<file path="src/rtl/axis_multi_chan_perf_mon.sv">
// Passive multi-channel AXI-Stream performance monitor: counts cycles, beats,
// bytes, packets and stalls per channel over a measurement window and snapshots them.
module axis_multi_chan_perf_mon #(
   parameter int NUM_CH = 2,
   parameter int KEEP_W = 64,
   parameter int CNT_W  = 32,
   parameter int BYTE_W = 40
) (
   input  logic                     CLK,
   input  logic                     RST_N,
   input  logic [NUM_CH-1:0]        mon_tvalid,
   input  logic [NUM_CH-1:0]        mon_tready,
   input  logic [NUM_CH-1:0]        mon_tlast,
   input  logic [NUM_CH*KEEP_W-1:0] mon_tkeep,
   input  logic                     start,
   input  logic                     stop,
   input  logic                     clear,
   input  logic [CNT_W-1:0]         window_len,
   input  logic                     trig_first,
   output logic [1:0]               state_out,
   output logic                     done,
   output logic [CNT_W-1:0]         cycle_cnt,
   output logic [NUM_CH*CNT_W-1:0]  beat_cnt,
   output logic [NUM_CH*CNT_W-1:0]  pkt_cnt,
   output logic [NUM_CH*CNT_W-1:0]  stall_cnt,
   output logic [NUM_CH*BYTE_W-1:0] byte_cnt,
   output logic [NUM_CH:0]          sat
);
   localparam int PC_W = $clog2(KEEP_W + 1);

   typedef enum logic [1:0] {S_IDLE = 2'd0, S_ARMED = 2'd1, S_RUN = 2'd2, S_DONE = 2'd3} state_t;

   state_t                     state_q, state_d;
   logic [CNT_W-1:0]           wlen_q, wlen_d;
   logic [CNT_W-1:0]           cyc_q, cyc_d, cyc_n, scyc_q, scyc_d;
   logic [NUM_CH*CNT_W-1:0]    beat_q, beat_d, beat_n, sbeat_q, sbeat_d;
   logic [NUM_CH*CNT_W-1:0]    pkt_q, pkt_d, pkt_n, spkt_q, spkt_d;
   logic [NUM_CH*CNT_W-1:0]    stall_q, stall_d, stall_n, sstall_q, sstall_d;
   logic [NUM_CH*BYTE_W-1:0]   byte_q, byte_d, byte_n, sbyte_q, sbyte_d;
   logic [NUM_CH:0]            sat_q, sat_d, sat_n;
   logic [NUM_CH-1:0]          hs, stl, sb, sp, ss, sy;
   logic                       sc, win_end, count_en, close_en;

   // Result is {overflow_flag, value}; value pins at all-ones on overflow.
   function automatic logic [CNT_W:0] cnt_inc(input logic [CNT_W-1:0] v, input logic en);
      logic [CNT_W:0] s;
      s = {1'b0, v} + (CNT_W+1)'(en);
      if (s[CNT_W]) s = {1'b1, {CNT_W{1'b1}}};
      return s;
   endfunction

   function automatic logic [BYTE_W:0] byte_add(input logic [BYTE_W-1:0] v, input logic [PC_W-1:0] n);
      logic [BYTE_W:0] s;
      s = {1'b0, v} + (BYTE_W+1)'(n);
      if (s[BYTE_W]) s = {1'b1, {BYTE_W{1'b1}}};
      return s;
   endfunction

   function automatic logic [PC_W-1:0] popcnt(input logic [KEEP_W-1:0] k);
      logic [PC_W-1:0] c;
      c = '0;
      for (int b = 0; b < KEEP_W; b++) c = c + PC_W'(k[b]);
      return c;
   endfunction

   assign hs  = mon_tvalid & mon_tready;
   assign stl = mon_tvalid & ~mon_tready;

   // Candidate counter values if the current cycle is counted.
   always_comb begin
      beat_n  = beat_q;
      pkt_n   = pkt_q;
      stall_n = stall_q;
      byte_n  = byte_q;
      sb = '0; sp = '0; ss = '0; sy = '0;
      {sc, cyc_n} = cnt_inc(cyc_q, 1'b1);
      for (int i = 0; i < NUM_CH; i++) begin
         {sb[i], beat_n[i*CNT_W +: CNT_W]}  = cnt_inc(beat_q[i*CNT_W +: CNT_W], hs[i]);
         {sp[i], pkt_n[i*CNT_W +: CNT_W]}   = cnt_inc(pkt_q[i*CNT_W +: CNT_W], hs[i] & mon_tlast[i]);
         {ss[i], stall_n[i*CNT_W +: CNT_W]} = cnt_inc(stall_q[i*CNT_W +: CNT_W], stl[i]);
         {sy[i], byte_n[i*BYTE_W +: BYTE_W]} =
            byte_add(byte_q[i*BYTE_W +: BYTE_W], hs[i] ? popcnt(mon_tkeep[i*KEEP_W +: KEEP_W]) : '0);
      end
      sat_n = sat_q | {sc, sb | sp | ss | sy};
   end

   always_comb begin
      state_d  = state_q;
      wlen_d   = wlen_q;
      cyc_d    = cyc_q;
      beat_d   = beat_q;
      pkt_d    = pkt_q;
      stall_d  = stall_q;
      byte_d   = byte_q;
      sat_d    = sat_q;
      scyc_d   = scyc_q;
      sbeat_d  = sbeat_q;
      spkt_d   = spkt_q;
      sstall_d = sstall_q;
      sbyte_d  = sbyte_q;
      count_en = 1'b0;
      close_en = 1'b0;
      win_end  = (wlen_q != '0) && (cyc_n == wlen_q);
      if (clear) begin
         state_d = S_IDLE;
         cyc_d = '0; beat_d = '0; pkt_d = '0; stall_d = '0; byte_d = '0; sat_d = '0;
         scyc_d = '0; sbeat_d = '0; spkt_d = '0; sstall_d = '0; sbyte_d = '0;
      end else begin
         case (state_q)
            S_IDLE, S_DONE: begin
               if (start && !stop) begin
                  cyc_d = '0; beat_d = '0; pkt_d = '0; stall_d = '0; byte_d = '0; sat_d = '0;
                  wlen_d  = window_len;
                  state_d = trig_first ? S_ARMED : S_RUN;
               end
            end
            S_ARMED: begin
               if (stop) begin
                  close_en = 1'b1;
               end else if (|hs) begin
                  // The triggering cycle is the first counted cycle of the window.
                  count_en = 1'b1;
                  close_en = win_end;
                  state_d  = S_RUN;
               end
            end
            S_RUN: begin
               count_en = 1'b1;
               close_en = stop | win_end;
            end
            default: state_d = S_IDLE;
         endcase
         if (count_en) begin
            cyc_d = cyc_n; beat_d = beat_n; pkt_d = pkt_n; stall_d = stall_n; byte_d = byte_n;
            sat_d = sat_n;
         end
         if (close_en) begin
            state_d = S_DONE;
            scyc_d = cyc_d; sbeat_d = beat_d; spkt_d = pkt_d; sstall_d = stall_d; sbyte_d = byte_d;
         end
      end
   end

   always_ff @(posedge CLK or negedge RST_N) begin
      if (!RST_N) begin
         state_q  <= S_IDLE;
         wlen_q   <= '0;
         cyc_q    <= '0;
         beat_q   <= '0;
         pkt_q    <= '0;
         stall_q  <= '0;
         byte_q   <= '0;
         sat_q    <= '0;
         scyc_q   <= '0;
         sbeat_q  <= '0;
         spkt_q   <= '0;
         sstall_q <= '0;
         sbyte_q  <= '0;
      end else begin
         state_q  <= state_d;
         wlen_q   <= wlen_d;
         cyc_q    <= cyc_d;
         beat_q   <= beat_d;
         pkt_q    <= pkt_d;
         stall_q  <= stall_d;
         byte_q   <= byte_d;
         sat_q    <= sat_d;
         scyc_q   <= scyc_d;
         sbeat_q  <= sbeat_d;
         spkt_q   <= spkt_d;
         sstall_q <= sstall_d;
         sbyte_q  <= sbyte_d;
      end
   end

   assign state_out = state_q;
   assign done      = (state_q == S_DONE);
   assign cycle_cnt = scyc_q;
   assign beat_cnt  = sbeat_q;
   assign pkt_cnt   = spkt_q;
   assign stall_cnt = sstall_q;
   assign byte_cnt  = sbyte_q;
   assign sat       = sat_q;

endmodule

</file>
<file path="config.mk">
export PLATFORM = sky130hd
export DESIGN_NAME = axis_multi_chan_perf_mon
export DESIGN_NICKNAME = d
export VERILOG_FILES = /design/src/rtl/axis_multi_chan_perf_mon.sv
export SDC_FILE = /design/constraint.sdc
export NUM_CORES = 1
export LEC_CHECK = 0
export ABC_AREA = 0
export CAP_MARGIN = 20
export CELL_PAD_IN_SITES_DETAIL_PLACEMENT = 0
export CELL_PAD_IN_SITES_GLOBAL_PLACEMENT = 1
export CORE_ASPECT_RATIO = 1.2
export CORE_MARGIN = 2
export CORE_UTILIZATION = 41
export CTS_BUF_LIST = sky130_fd_sc_hd__clkbuf_8
export CTS_CLUSTER_DIAMETER = 80
export DETAILED_ROUTE_END_ITERATION = 8
export PLACE_DENSITY_LB_ADDON = 0.1
export SETUP_SLACK_MARGIN = 0.4
export SYNTH_ARGS = -nofsm -noshare
export SYNTH_HDL_FRONTEND = slang
export SYNTH_SLANG_ARGS = --single-unit
</file>
<file path="constraint.sdc">
create_clock -name CLK -period 3.85 [get_ports CLK]
set_clock_uncertainty 0.1 [all_clocks]
set_input_delay 1.155 -clock CLK [delete_from_list [all_inputs] [get_ports CLK]]
set_output_delay 1.155 -clock CLK [all_outputs]
set_load 0.1 [all_outputs]
</file>
==> results of run 1 <==
registers in the layout (all words and copies together) (netlist names), 3 cells and up:
| name | cells |
|---|---|
| byte_cnt | 80 |
| byte_q | 80 |
| beat_cnt | 64 |
| beat_q | 64 |
| pkt_cnt | 64 |
| pkt_q | 64 |
| stall_cnt | 64 |
| stall_q | 64 |
| cyc_q | 32 |
| cycle_cnt | 32 |
| wlen_q | 32 |
| sat | 3 |
power breakdown:
part | internal [uW] | total (uW) | switching (uW) | leakage [uW]
Combinational | 13100 | 26700 | 13700 | 0.0165
Clock | 4030 | 7100 | 3070 | 0.00139
Sequential | 7550 | 8300 | 753 | 0.00890
repair_timing:
item                                    in CTS  in global routing
gates cloned                                26                  7
buffers inserted                            97                 35
endpoints found under the setup margin     538                534
hold buffers                                 0                  0
resized for setup                          503                206
pin swaps                                  183                146
cell usage in the layout (no fill, tap or decap), types with 100 or more instances in the layout:
cell / instances
buf_6: 100
clkbuf_8: 140
o21ai_0: 122
nor2b_1: 309
nor2_1: 245
dfrtp_1: 640
inv_1: 230
buf_4: 909
a21oi_1: 178
mux2_4: 245
nand2_1: 169
nand3_1: 106
through the flow:
| stage | total power (uW) | instance area [sq um] | hold slack [ns] |
|---|---|---|---|
| after floorplan | 23100 | 39200 | 0.356 |
| after global placement | 29800 | 49400 | 0.375 |
| after detailed placement | 29900 | 49400 | 0.399 |
| after CTS | 40300 | 54600 | 0.237 |
| after global routing | 45100 | 55800 | 0.277 |
| final | 42100 | 55800 | 0.300 |
logic make-up after synthesis:
| group | Yosys count | share of synthesized area |
|---|---|---|
| and+or+nand+nor | 1313 | 0.183 |
| AOI/OAI and AO/OA | 784 | 0.137 |
| DFF | 645 | 0.424 |
| buffers and inverters | 469 | 0.0518 |
| muxes | 326 | 0.118 |
| adders and majority gates | 170 | 0.0776 |
| xor gates and xnor gates | 37 | 0.00888 |
worst min-delay path by stage:
stage	startpoint	to	slack, ns	cells past startpoint
final	RST_N	cycle_cnt[20]	0.30	1
after global routing	RST_N	cycle_cnt[10]	0.28	1
after CTS	RST_N	cycle_cnt[20]	0.24	1
after detailed placement	pkt_q[21]	pkt_q[21]	0.40	1
after global placement	sat[1]	sat[1]	0.37	2
after floorplan	pkt_q[21]	pkt_q[21]	0.36	1
worst max-delay path: cells and delay by family:
kind / cells / cell delay, ns
adder cells (fa/ha/maj): 11 / 4.65
AND/OR/NAND/NOR: 3 / 0.26
XOR/XNOR: 1 / 0.13
multiplexers: 1 / 0.26
AO/OA/AOI/OAI: 6 / 1.30
buffers and inverters: 9 / 0.91
cell type report:
| cell class | instances | area [sq um] |
|---|---|---|
| clock buffer | 140 | 1930 |
| inverter | 258 | 998 |
| clock inverter | 61 | 588 |
| antenna | 2 | 5.00 |
| tap | 1240 | 1550 |
| fill | 7864 | 36300 |
| timing repair buffer | 1309 | 12300 |
| multi-input combinational | 2631 | 22200 |
| sequential | 645 | 16100 |
synth_stat cells, types with 16 or more instances:
cell type	number	area, sq um
ha_1	60	751
buf_2	19	95.1
mux2_4	217	3260
a311oi_1	94	823
nor2b_1	314	1960
o211ai_1	24	180
a21o_1	20	150
or3_1	23	144
and2_1	42	263
a21oi_1	226	1130
xnor2_1	21	184
nor2_1	278	1040
buf_6	25	282
clkbuf_1	160	601
nand4_1	62	388
a31oi_1	47	294
nand2_1	184	691
o21ai_0	144	721
o21a_1	41	308
nor3_1	88	440
a211oi_1	48	360
nand3_1	128	641
inv_1	258	968
nor4_1	41	257
mux2_2	102	1150
a211o_1	16	140
dfrtp_1	645	16100
o221a_2	21	236
and4_1	22	193
fa_1	110	2200
and3_1	77	482
per-layer routing:
layer	wire, um	up-vias	GRT usage
met4	4200	0	0.0875
met1	55300	16800	0.345
met2	67900	900	0.496
li1	-	15800	-
met5	0	-	0
met3	6960	218	0.0447
==> reports/summary.txt, run 1 <==
drt wl/cell = 21.4 um
die area = 0.0953 sq mm
setup ws final = -4.32 ns
setup tns final = -675.00 ns
Die Y = 338 um
Yosys reg bits = 645
CTS tree = yes
CP Launch Type = primary input
R2R depth = 15
largest net degree at the start of global routing = 101
CP Max Fanout = 7
Post-synth top flop = dfrtp_1
gp weighted congestion = 0.915
r2r startpoint = cyc_q[29]
Critical Path Most Common Cell = fa_1
flop2flop setup slack = -0.21 ns
Area growth syn-to-layout = 46.6%
Power per Cell Area = 755 mW/mm^2
initial antenna violation count = 1
Ys Warns = 0
placed cells = 5,918
sequential share of the synthesized area = 0.424
setup violators final = 370
Slew Limit Headroom = 0.444
Syn Std Cell Area = 0.0380 sq mm
I/O Buffers = 481
worst setup path startpoint = mon_tkeep[121]
GRT Total Usage = 0.279
Yosys cell types = 84
fmax = 0.122 GHz
Via-to-Cell Ratio = 5.36
first-pass GRT wire length = 205,000 um
FFs w/ async S/R, synth = 1.00
cts bufs inserted = 109
1st-iter DRT viols = 1,962
Reg clk slew, reported paths = 0.07 ns
EDFF count, synth = 0
clock latency at the later pin of the worst-skew pair = 0.74 ns
unrepaired setup endpoints after global routing = yes
worst hold path type = primary input to asynchronous set/reset pin
layout cell share with drive strength beyond 1 = 0.416
syn_nets = 4,086
leak pwr = 0.0268 uW
Site Rows = 122
Die W = 282 um
Worst IR Drop VDD = 0.00159 V
CP max-delay cell = fa_1
clock tree buffer depth = 3
Mean Syn Cell Area = 10.2 sq um
detailed-route DRC error count = 0
failing checks = negative setup slack
number of clock sinks = 645
worst slew pin tran = 0.826 ns
CP endpoint = byte_cnt[73]
final global-route overflow total = 0
Arrival @ worst endpoint = 8.69 ns
MaxCap Viol Count = 0
final wirelength = 134,000 um
CP endpoint kind = register
Slew Limit Fails = 0
crit share post-route = 2.12
Setup CP Type = primary input to register
status = finished, violations left
slowest stage delay, CP = 0.51 ns
DR pass1 iterations = 6
Vias = 33,700
non-filler cells, final = 6,286
vias in the first global route = 35,100
WP data required = 4.37 ns
post-route ant nets = 0
nets = 5,296
root buffer cell = clkbuf_8
core area = 0.0920 sq mm
final hold vios = 0
pre-CTS setup slack = -5.54 ns
Reg2Reg Capture Point = pkt_cnt[35]
io pins = 482
Initial Utilization = 0.413
DP Wirelength = 95,500 um
Syn Inst Count = 3,744
crit path time final = 8.17 ns
CTS H-Tree Depth = 3
final core occ = 0.606
No activity file was read; power rests on OpenSTA's default activity.
==> inputs of run 2 (changes only) <==
- RECOVER_POWER: unset -> 25
==> reports/summary.txt, run 2 (same netlist as run 1, synthesis figures left out) <==
status = finished, violations left
failing checks = max-capacitance violations, max-slew violations, negative setup slack
core area = 0.0920 sq mm (unchanged)
largest net degree at the start of global routing = 101 (unchanged)
Power per Cell Area = 757 mW/mm^2 (+0.23%)
vias in the first global route = 35,100 (unchanged)
number of clock sinks = 645 (unchanged)
Slew Limit Fails = 72 (+72)
Vias = 33,800 (+0.30%)
MaxCap Viol Count = 2 (+2)
crit path time final = 8.17 ns (-0.000920 ns)
die area = 0.0953 sq mm (unchanged)
DP Wirelength = 95,500 um (unchanged)
unrepaired setup endpoints after global routing = yes
Slew Limit Headroom = -0.165 (-0.609)
Via-to-Cell Ratio = 5.37 (+0.28%)
final core occ = 0.604 (-0.00170)
final global-route overflow total = 0 (unchanged)
Worst IR Drop VDD = 0.00159 V (about the same)
leak pwr = 0.0267 uW (-0.32%)
Hold Path Depth = 1
initial antenna violation count = 1 (unchanged)
detailed-route DRC error count = 0 (unchanged)
post-route ant nets = 0 (unchanged)
crit share post-route = 2.12 (about the same)
CTS H-Tree Depth = 3 (unchanged)
CP max-delay cell = fa_1
io pins = 482 (unchanged)
Initial Utilization = 0.413 (unchanged)
worst slew pin tran = 1.75 ns (+0.922 ns)
gp weighted congestion = 0.915 (unchanged)
CTS tree = yes
Die W = 282 um (unchanged)
nets = 5,296 (unchanged)
HP Start = pkt_q[21]
layout cell share with drive strength beyond 1 = 0.413 (-0.00258)
1st-iter DRT viols = 2,024 (+3.2%)
final hold vios = 0 (unchanged)
clock tree buffer depth = 3 (unchanged)
GRT Total Usage = 0.279 (unchanged)
fmax = 0.122 GHz (about the same)
Die Y = 338 um (unchanged)
setup violators final = 372 (+0.54%)
first-pass GRT wire length = 205,000 um (unchanged)
clock latency at the later pin of the worst-skew pair = 0.75 ns (about the same)
I/O Buffers = 481 (unchanged)
R2R depth = 15 (unchanged)
r2r startpoint = cyc_q[29]
Reg clk slew, reported paths = 0.07 ns (about the same)
Setup CP Type = primary input to register
Arrival @ worst endpoint = 8.69 ns (about the same)
CP Max Fanout = 7 (unchanged)
most frequent cells in the layout = buf_4, dfrtp_1, nor2b_1, nor2_1, mux2_4
CP Launch Type = primary input
WP data required = 4.38 ns (about the same)
Area growth syn-to-layout = 46.1%
DR pass1 iterations = 5 (-1)
drt wl/cell = 21.4 um (about the same)
slowest stage delay, CP = 0.51 ns (about the same)
final wirelength = 134,000 um (about the same)
Critical Path Most Common Cell = fa_1
worst setup path startpoint = mon_tkeep[121]
setup ws final = -4.32 ns (+0.000920 ns)
CP endpoint kind = register
worst hold slack = 0.404 ns (+0.105 ns)
cts bufs inserted = 109 (unchanged)
root buffer cell = clkbuf_8
commonest non-fill, non-tap cell in the layout = buf_4
worst hold path type = register to register
Site Rows = 122 (unchanged)
-- run 2: stage by stage --
| step | setup TNS [ns] | instances | worst slack (ns) | power, uW | instance area (sq um) |
|---|---|---|---|---|---|
| 4_1_cts | -651.43 | 6242 | -4.21 | 40300 | 54600 |
| 6_report | -675.34 | 6287 | -4.32 | 42100 | 55600 |
| 5_1_grt | -726.66 | 6285 | -4.51 | 45100 | 55600 |
| 2_1_floorplan | -691.54 | 3744 | -4.66 | 23100 | 39200 |
| 3_5_place_dp | -1168.30 | 5918 | -5.54 | 29900 | 49400 |
| 3_3_place_gp | -1163.60 | 5918 | -5.51 | 29800 | 49400 |
-- run 2: power breakdown --
| group | leakage [uW] | switching (uW) | internal [uW] |
|---|---|---|---|
| clock | 0.00139 | 3070 | 4030 |
| sequential | 0.00890 | 752 | 7550 |
| combinational | 0.0164 | 13600 | 13000 |
-- run 2: final cells by class --
| type | instances | area [sq um] |
|---|---|---|
| Multi-Input combinational cell | 2631 | 22200 |
| Timing Repair Buffer | 1309 | 12200 |
| Fill cell | 7890 | 36400 |
| Tap cell | 1240 | 1550 |
| Antenna cell | 3 | 7.51 |
| Clock buffer | 140 | 1930 |
| Clock inverter | 61 | 588 |
| Sequential cell | 645 | 16100 |
| Inverter | 258 | 998 |
-- run 2: final timing paths --
path / to / slack [ns]
setup / recovery: byte_cnt[68] / -4.32
hold / removal: pkt_q[21] / 0.40
setup reg to reg: pkt_cnt[35] / -0.21
hold reg to reg: pkt_q[21] / 0.40
max in group asynchronous: byte_q[68] / 0.35
min in group asynchronous: pkt_q[56] / 0.80
-- run 2: critical path: cells and delay by family --
family / cells / cell delay [ns]
adder cells (fa/ha/maj): 11 / 4.65
buffers and inverters: 10 / 1.07
AND/OR/NAND/NOR: 3 / 0.26
multiplexers: 1 / 0.27
AO/OA/AOI/OAI: 6 / 1.12
XOR/XNOR: 1 / 0.13
-- run 2: what timing repair did --
item	in CTS	in global routing
setup endpoints to repair	538	534
setup buffers	97	35
gates cloned	26	7
pin swaps	183	146
gates resized for setup	503	206
hold buffers	0	0
-- run 2: per-layer routing --
layer  GRT usage  vias up  routed length (um)
li1            -    15800                   -
met1       0.345    16900               55200
met3      0.0447      211                7000
met4      0.0875        0                4320
met5           0        -                   0
met2       0.496      922               67700
